`src/rtl/board_io_frontend.sv`:
```
// Board I/O conditioning between the FPGA pins and the CPU top: switch and button
// synchronisers, per-button debounce with rising-edge pulses, the program-mode latch,
// the CPU reset request and a registered LED drive with a heartbeat in program mode.
// Optional feature macro: BOARD_IO_LONGPRESS_EN. When defined, the CPU reset request
// only asserts after the reset button has been held for LONG_CYCLES cycles.
module board_io_frontend #(
    parameter int unsigned SW_W         = 24,
    parameter int unsigned LED_W        = 24,
    parameter int unsigned BTN_N        = 5,
    parameter int unsigned DB_CYCLES    = 20000,
    parameter int unsigned PG_IDX       = 4,
    parameter int unsigned RST_IDX      = 3,
    parameter int unsigned BLINK_CYCLES = 50000000,
    parameter int unsigned LONG_CYCLES  = 100000000
) (
    input  logic             fpga_clk,
    input  logic             fpga_rst,
    input  logic [SW_W-1:0]  sw_pin,
    input  logic [BTN_N-1:0] btn_pin,
    input  logic [LED_W-1:0] led_cpu,
    output logic [SW_W-1:0]  sw_out,
    output logic [LED_W-1:0] led_pin,
    output logic [BTN_N-1:0] btn_level,
    output logic [BTN_N-1:0] btn_rise,
    output logic             prog_mode,
    output logic             cpu_rst_req
);

    localparam int unsigned DbW    = $clog2(DB_CYCLES);
    localparam int unsigned BlinkW = $clog2(BLINK_CYCLES);
    localparam logic [DbW-1:0]    DbMax    = DbW'(DB_CYCLES - 1);
    localparam logic [BlinkW-1:0] BlinkMax = BlinkW'(BLINK_CYCLES - 1);

    logic [SW_W-1:0]   sw_meta_q, sw_sync_q;
    logic [BTN_N-1:0]  btn_meta_q, btn_sync_q;
    logic [DbW-1:0]    db_cnt_q [BTN_N];
    logic [DbW-1:0]    db_cnt_d [BTN_N];
    logic [BTN_N-1:0]  btn_level_q, btn_level_d;
    logic [BTN_N-1:0]  btn_prev_q;
    logic              prog_mode_q, prog_mode_d;
    logic [BlinkW-1:0] blink_cnt_q, blink_cnt_d;
    logic              blink_q, blink_d;
    logic [LED_W-1:0]  led_q, led_d, led_prog;

    assign btn_rise    = btn_level_q & ~btn_prev_q;
    assign sw_out      = sw_sync_q;
    assign btn_level   = btn_level_q;
    assign prog_mode   = prog_mode_q;
    assign led_pin     = led_q;
    assign prog_mode_d = prog_mode_q ^ btn_rise[PG_IDX];

    // Debounce: a level change is accepted only after DB_CYCLES consecutive differing samples.
    always_comb begin
        btn_level_d = btn_level_q;
        for (int i = 0; i < int'(BTN_N); i++) begin
            db_cnt_d[i] = '0;
            if (btn_sync_q[i] != btn_level_q[i]) begin
                if (db_cnt_q[i] == DbMax) begin
                    btn_level_d[i] = btn_sync_q[i];
                end else begin
                    db_cnt_d[i] = db_cnt_q[i] + 1'b1;
                end
            end
        end
    end

    // Heartbeat runs only in program mode, so each entry starts from a cleared phase.
    always_comb begin
        blink_cnt_d = '0;
        blink_d     = 1'b0;
        if (prog_mode_q) begin
            if (blink_cnt_q == BlinkMax) begin
                blink_cnt_d = '0;
                blink_d     = ~blink_q;
            end else begin
                blink_cnt_d = blink_cnt_q + 1'b1;
                blink_d     = blink_q;
            end
        end
    end

    // LED source: CPU value in run mode, heartbeat on the MSB in program mode.
    always_comb begin
        led_prog            = '0;
        led_prog[LED_W-1]   = blink_q;
        led_d               = prog_mode_q ? led_prog : led_cpu;
    end

    // All state registers with synchronous active-low clear.
    always_ff @(posedge fpga_clk) begin
        if (!fpga_rst) begin
            sw_meta_q   <= '0;
            sw_sync_q   <= '0;
            btn_meta_q  <= '0;
            btn_sync_q  <= '0;
            btn_level_q <= '0;
            btn_prev_q  <= '0;
            prog_mode_q <= 1'b0;
            blink_cnt_q <= '0;
            blink_q     <= 1'b0;
            led_q       <= '0;
            for (int i = 0; i < int'(BTN_N); i++) begin
                db_cnt_q[i] <= '0;
            end
        end else begin
            sw_meta_q   <= sw_pin;
            sw_sync_q   <= sw_meta_q;
            btn_meta_q  <= btn_pin;
            btn_sync_q  <= btn_meta_q;
            btn_level_q <= btn_level_d;
            btn_prev_q  <= btn_level_q;
            prog_mode_q <= prog_mode_d;
            blink_cnt_q <= blink_cnt_d;
            blink_q     <= blink_d;
            led_q       <= led_d;
            for (int i = 0; i < int'(BTN_N); i++) begin
                db_cnt_q[i] <= db_cnt_d[i];
            end
        end
    end

`ifdef BOARD_IO_LONGPRESS_EN
    localparam int unsigned HoldW = $clog2(LONG_CYCLES + 1);
    localparam logic [HoldW-1:0] HoldMax = HoldW'(LONG_CYCLES);

    logic [HoldW-1:0] hold_q, hold_d;

    // Saturating hold timer for the reset button.
    always_comb begin
        hold_d = '0;
        if (btn_level_q[RST_IDX]) begin
            hold_d = (hold_q == HoldMax) ? hold_q : hold_q + 1'b1;
        end
    end

    // Hold timer register.
    always_ff @(posedge fpga_clk) begin
        if (!fpga_rst) begin
            hold_q <= '0;
        end else begin
            hold_q <= hold_d;
        end
    end

    // Gate with the live level so the request drops the cycle the button is released.
    assign cpu_rst_req = btn_level_q[RST_IDX] && (hold_q == HoldMax);
`else
    assign cpu_rst_req = btn_level_q[RST_IDX];
`endif

endmodule

```
`config.mk`:
```
export PLATFORM = sky130hd
export DESIGN_NAME = board_io_frontend
export DESIGN_NICKNAME = d
export VERILOG_FILES = /design/src/rtl/board_io_frontend.sv
export SDC_FILE = /design/constraint.sdc
export NUM_CORES = 1
export LEC_CHECK = 0
export CAP_MARGIN = 30
export CORE_UTILIZATION = 50
export CTS_BUF_LIST = sky130_fd_sc_hd__clkbuf_2 sky130_fd_sc_hd__clkbuf_4 sky130_fd_sc_hd__clkbuf_8
export DETAILED_ROUTE_END_ITERATION = 16
export PLACE_DENSITY_LB_ADDON = 0.1
export RECOVER_POWER = 100
export SLEW_MARGIN = 20
export SYNTH_ARGS = -nofsm -noshare
export SYNTH_HDL_FRONTEND = slang
export SYNTH_SLANG_ARGS = --single-unit
```
`constraint.sdc`:
```
create_clock -name fpga_clk -period 1.8 [get_ports fpga_clk]
set_input_delay 0.36 -clock fpga_clk [delete_from_list [all_inputs] [get_ports fpga_clk]]
set_output_delay 0.36 -clock fpga_clk [all_outputs]
set_load 0.02 [all_outputs]
```
==> qor_table.md <==
| Step | Parameter | Value |
| --- | --- | --- |
| global route | Initial antenna violation count | 0 |
| cts | Total number of H-tree levels | 4 |
| status | Status | completed |
| worst setup path | Depth of the worst register-to-register path | 4 |
| cts | CTS sink cnt | 195 |
| cts | Number of clock buffers inserted by TritonCTS | 17 |
| finish | Fin cells | 1062 |
| worst setup path | Slowest cell on the critical path | sky130_fd_sc_hd__or4_4 |
| drt | Wire length after detailed routing | 13.2 mm |
| sta | Total setup violations reported at the end of the flow | 0 |
| global route | First-pass GRT wire length | 22.1 mm |
| floorplanning | Initial standard-cell utilization of the core | 51.4% |
| place | Placed insts | 1029 |
| worst setup path | Register-to-register setup slack | 30 ps |
| pwr | Static leakage power | 3.20 nW |
| floorplanning | Die span in y | 122 um |
| worst setup path | Crit path depth | 4 |
| worst setup path | Worst setup path category | flop to flop |
| cts | Clock tree from TritonCTS | built |
| worst setup path | Worst-path cell chain | or4b_4 > or4_4 > nand3_4 > nor2_1 |
| drt | Antenna-violating nets left | 0 |
| hold path | Tightest Hold Check Type | flop to flop |
| finish | Number of fill cells | 1189 |
| drt | Number of design-rule violations left by the first detailed-router iteration | 176 |
| global route | Vias in the first global route | 5058 |
| worst setup path | Sum of buffers and inverters on the critical path | 0 |
| finish | Commonest cells after routing, fill and taps aside | 179 x sky130_fd_sc_hd__dfxtp_1, 88 x sky130_fd_sc_hd__nor2_1, 64 x sky130_fd_sc_hd__clkdlybuf4s50_1 |
| floorplanning | Core footprint | 13900 sq um |
| drt | Residual DRC count | 0 |
| yosys | Synthesized area per cell | 9.79 sq um |
| cts | CTS clk-pin slew, worst paths | 100 ps |
| drt | Wire per inst | 12.4 um |
| sta | Unrepaired setup endpoints after global routing | true |
| pwr | Largest vdd supply drop | 0.000686 V |
| worst setup path | Arr. time, crit path | 2120 ps |
| finish | Syn-to-layout area delta | 24.1% |
| finish | Proportion of layout cells with a drive suffix above 1 | 10.9% |
| yosys | Largest area contributor in the synthesized netlist | sky130_fd_sc_hd__dfxtp_1 |
| drt | First-pass detailed-route iteration total | 4 |
| sta | Final setup TNS | 0 ps |
| sta | Number of failing hold endpoints at the final stage | 0 |
| cts | Clock network latency to the later pin of the worst-skew pair | 460 ps |
| yosys | Number of register bits inferred by synthesis | 195 |
| yosys | Yosys top cell area share | 54.6% |
| worst setup path | Termination of the worst setup path | db_cnt_q[0][10] |
| global route | Gr usage total | 18.8% |
| finish | Nets | 930 |
| drt | Vias | 5322 |
| place | Routability-driven placement congestion ratio | 0.843 |
| job | Reported max-cap violation count | 0 |
| cts | Hold bufs inserted after CTS | 0 |
| floorplanning | Horizontal die dimension | 122 um |
| sta | Final Skew | 10.9 ps |
| yosys | Number of standard cells after synthesis | 731 |
| worst setup path | Critical Path Start Type | flop |
| worst setup path | End of the worst register-to-register path | db_cnt_q[0][10] |
| yosys | Post-synthesis sequential area ratio | 54.6% |
| global route | Remaining Overflow, GRT | 0 |
| yosys | Ys Warns | 0 |
| sta | Worst rel slew slack | 46.1% |
| sta | Worst Tran Pin Value | 808 ps |
| worst setup path | Kind of cell with the highest combined delay on the critical path | simple AND/OR/NAND/NOR gates |
| sta | Part of the cycle the worst path needs | 98.2% |
| finish | Most common cell after layout, fill and taps aside | sky130_fd_sc_hd__dfxtp_1 |
| worst setup path | Setup crit start | db_cnt_q[0][8] |
| yosys | Number of distinct library cells after synthesis | 33 |
| floorplanning | Cell Rows | 43 |
| worst setup path | Maximum fanout along the worst path | 14 |
| worst setup path | Stage delay of the slowest cell on the critical path | 560 ps |
| global route | Maximum number of pins on one net before global-route repair | 49 |
| yosys | Net count after synthesis | 792 |
| cts | Library cell used as clock root buffer | sky130_fd_sc_hd__clkbuf_8 |
| floorplanning | Die Outline Area | 14800 sq um |
| sta | Worst hold margin | 442 ps |
| drt | Post-detailed-route via-to-cell ratio | 5.01 |
| pwr | Power per cell area | 840 nW/um^2 |
| floorplanning | IO Pins | 115 |
| sta | Min cycle time layout | 1770 ps |
| worst setup path | Reg-to-Reg Start | db_cnt_q[0][8] |
| yosys | Summed instance area of the synthesized netlist | 7160 sq um |
| finish | Number of antenna repair diodes | 0 |
| worst setup path | Sort of element at the end of the critical path | flop |
| worst setup path | Worst EP required | 2150 ps |
| cts | Number of buffers on the longest clock path | 2 |
| sta | Fmax | 0.566 GHz |
| sta | Number of pins exceeding their max-slew limit in the final report | 0 |
| place | Number of buffers inserted by port buffering | 114 |
| yosys | Cell types with the largest area share after synthesis | sky130_fd_sc_hd__dfxtp_1 55%, sky130_fd_sc_hd__and2_1 8.1%, sky130_fd_sc_hd__xor2_1 5.1% |
| place | DP HPWL | 9.36 mm |
==> how the worst min path moves through the flow <==
stage | start | to | cells past startpoint
3_3_place_gp | blink_cnt_q[0] | blink_cnt_q[0] | 1
5_1_grt | led_cpu[5] | led_pin[5] | 2
3_5_place_dp | blink_cnt_q[0] | blink_cnt_q[0] | 1
4_1_cts | fpga_rst | btn_level[4] | 2
6_report | btn_meta_q[4] | btn_sync_q[4] | 1
2_1_floorplan | blink_cnt_q[0] | blink_cnt_q[0] | 1
==> flip-flops by register name, indices dropped and copies added, names as in the netlist <==
signal / cells
led_pin: 24
prog_mode: 1
btn_meta_q: 5
blink_q: 1
sw_out: 24
sw_meta_q: 24
btn_level: 5
btn_sync_q: 5
blink_cnt_q: 26
btn_prev_q: 5
db_cnt_q: 75
==> what timing repair did <==
item,CTS,global route
setup buffers,1,0
setup endpoints to repair,21,60
pin swaps,1,8
resized for setup,23,48
==> power by group <==
group	total, mW	switching, mW	internal, mW	leakage, nW
sequential	4.42	0.0254	4.40	1.60
clock	2.69	1.56	1.13	0.190
combinational	0.347	0.161	0.186	1.41
==> layout make-up <==
class / count / area, sq um / area share [%]
clock inverter: 15 / 149 / 1.68
multi-input combinational: 490 / 3140 / 35.3
inverter: 17 / 63.8 / 0.719
timing repair buffer: 148 / 1140 / 12.8
clock buffer: 17 / 234 / 2.64
sequential: 195 / 3930 / 44.3
tap: 180 / 225 / 2.54
==> cells in the mapped netlist, drive strengths merged <==
| cell | count |
|---|---|
| dfxtp | 195 |
| and2 | 94 |
| nor2 | 88 |
| xor2 | 42 |
| nand4 | 36 |
| xnor2 | 36 |
| nand2 | 29 |
| nand3 | 27 |
| clkbuf | 25 |
| a21oi | 17 |
| inv | 17 |
| and4 | 14 |
| or3 | 14 |
| nor2b | 12 |
| o21ai | 11 |
| or4 | 11 |
| and3 | 10 |
| nor3 | 9 |
| nor4 | 9 |
| ha | 6 |
| mux2i | 6 |
| nor4b | 6 |
| o31ai | 6 |
| buf | 4 |
| or4b | 3 |
| nor4bb | 1 |
| o2111ai | 1 |
| o21bai | 1 |
| or2 | 1 |
==> through the flow <==
step | setup slack [ps] | instance area, sq um | utilization, % | power, mW
global placement | 45.0 | 8700 | 62.4 | 4.92
finish | 32.7 | 8880 | 63.7 | 7.46
global route | -21.0 | 8880 | 63.7 | 7.80
floorplan | 10.7 | 7220 | - | 4.69
detailed placement | -16.6 | 8700 | 62.4 | 4.93
CTS | 0.992 | 9100 | 65.3 | 7.63
==> layer usage <==
metal | global-route usage, % | wire length [um]
met5 | 0 | 0
met4 | 9.41 | 271
met3 | 7.02 | 867
met2 | 30.5 | 6090
met1 | 21.7 | 5930
==> logic make-up after synthesis <==
family / after synthesis / synth area share [%]
adders and majority gates: 6 / 1.05
and+or+nand+nor: 364 / 28.5
buffers and inverters: 46 / 2.73
DFF: 195 / 54.6
xor gates and xnor gates: 78 / 9.55
muxes: 6 / 0.839
AOI/OAI and AO/OA: 36 / 2.82
Power figures use the tool's default switching activity.
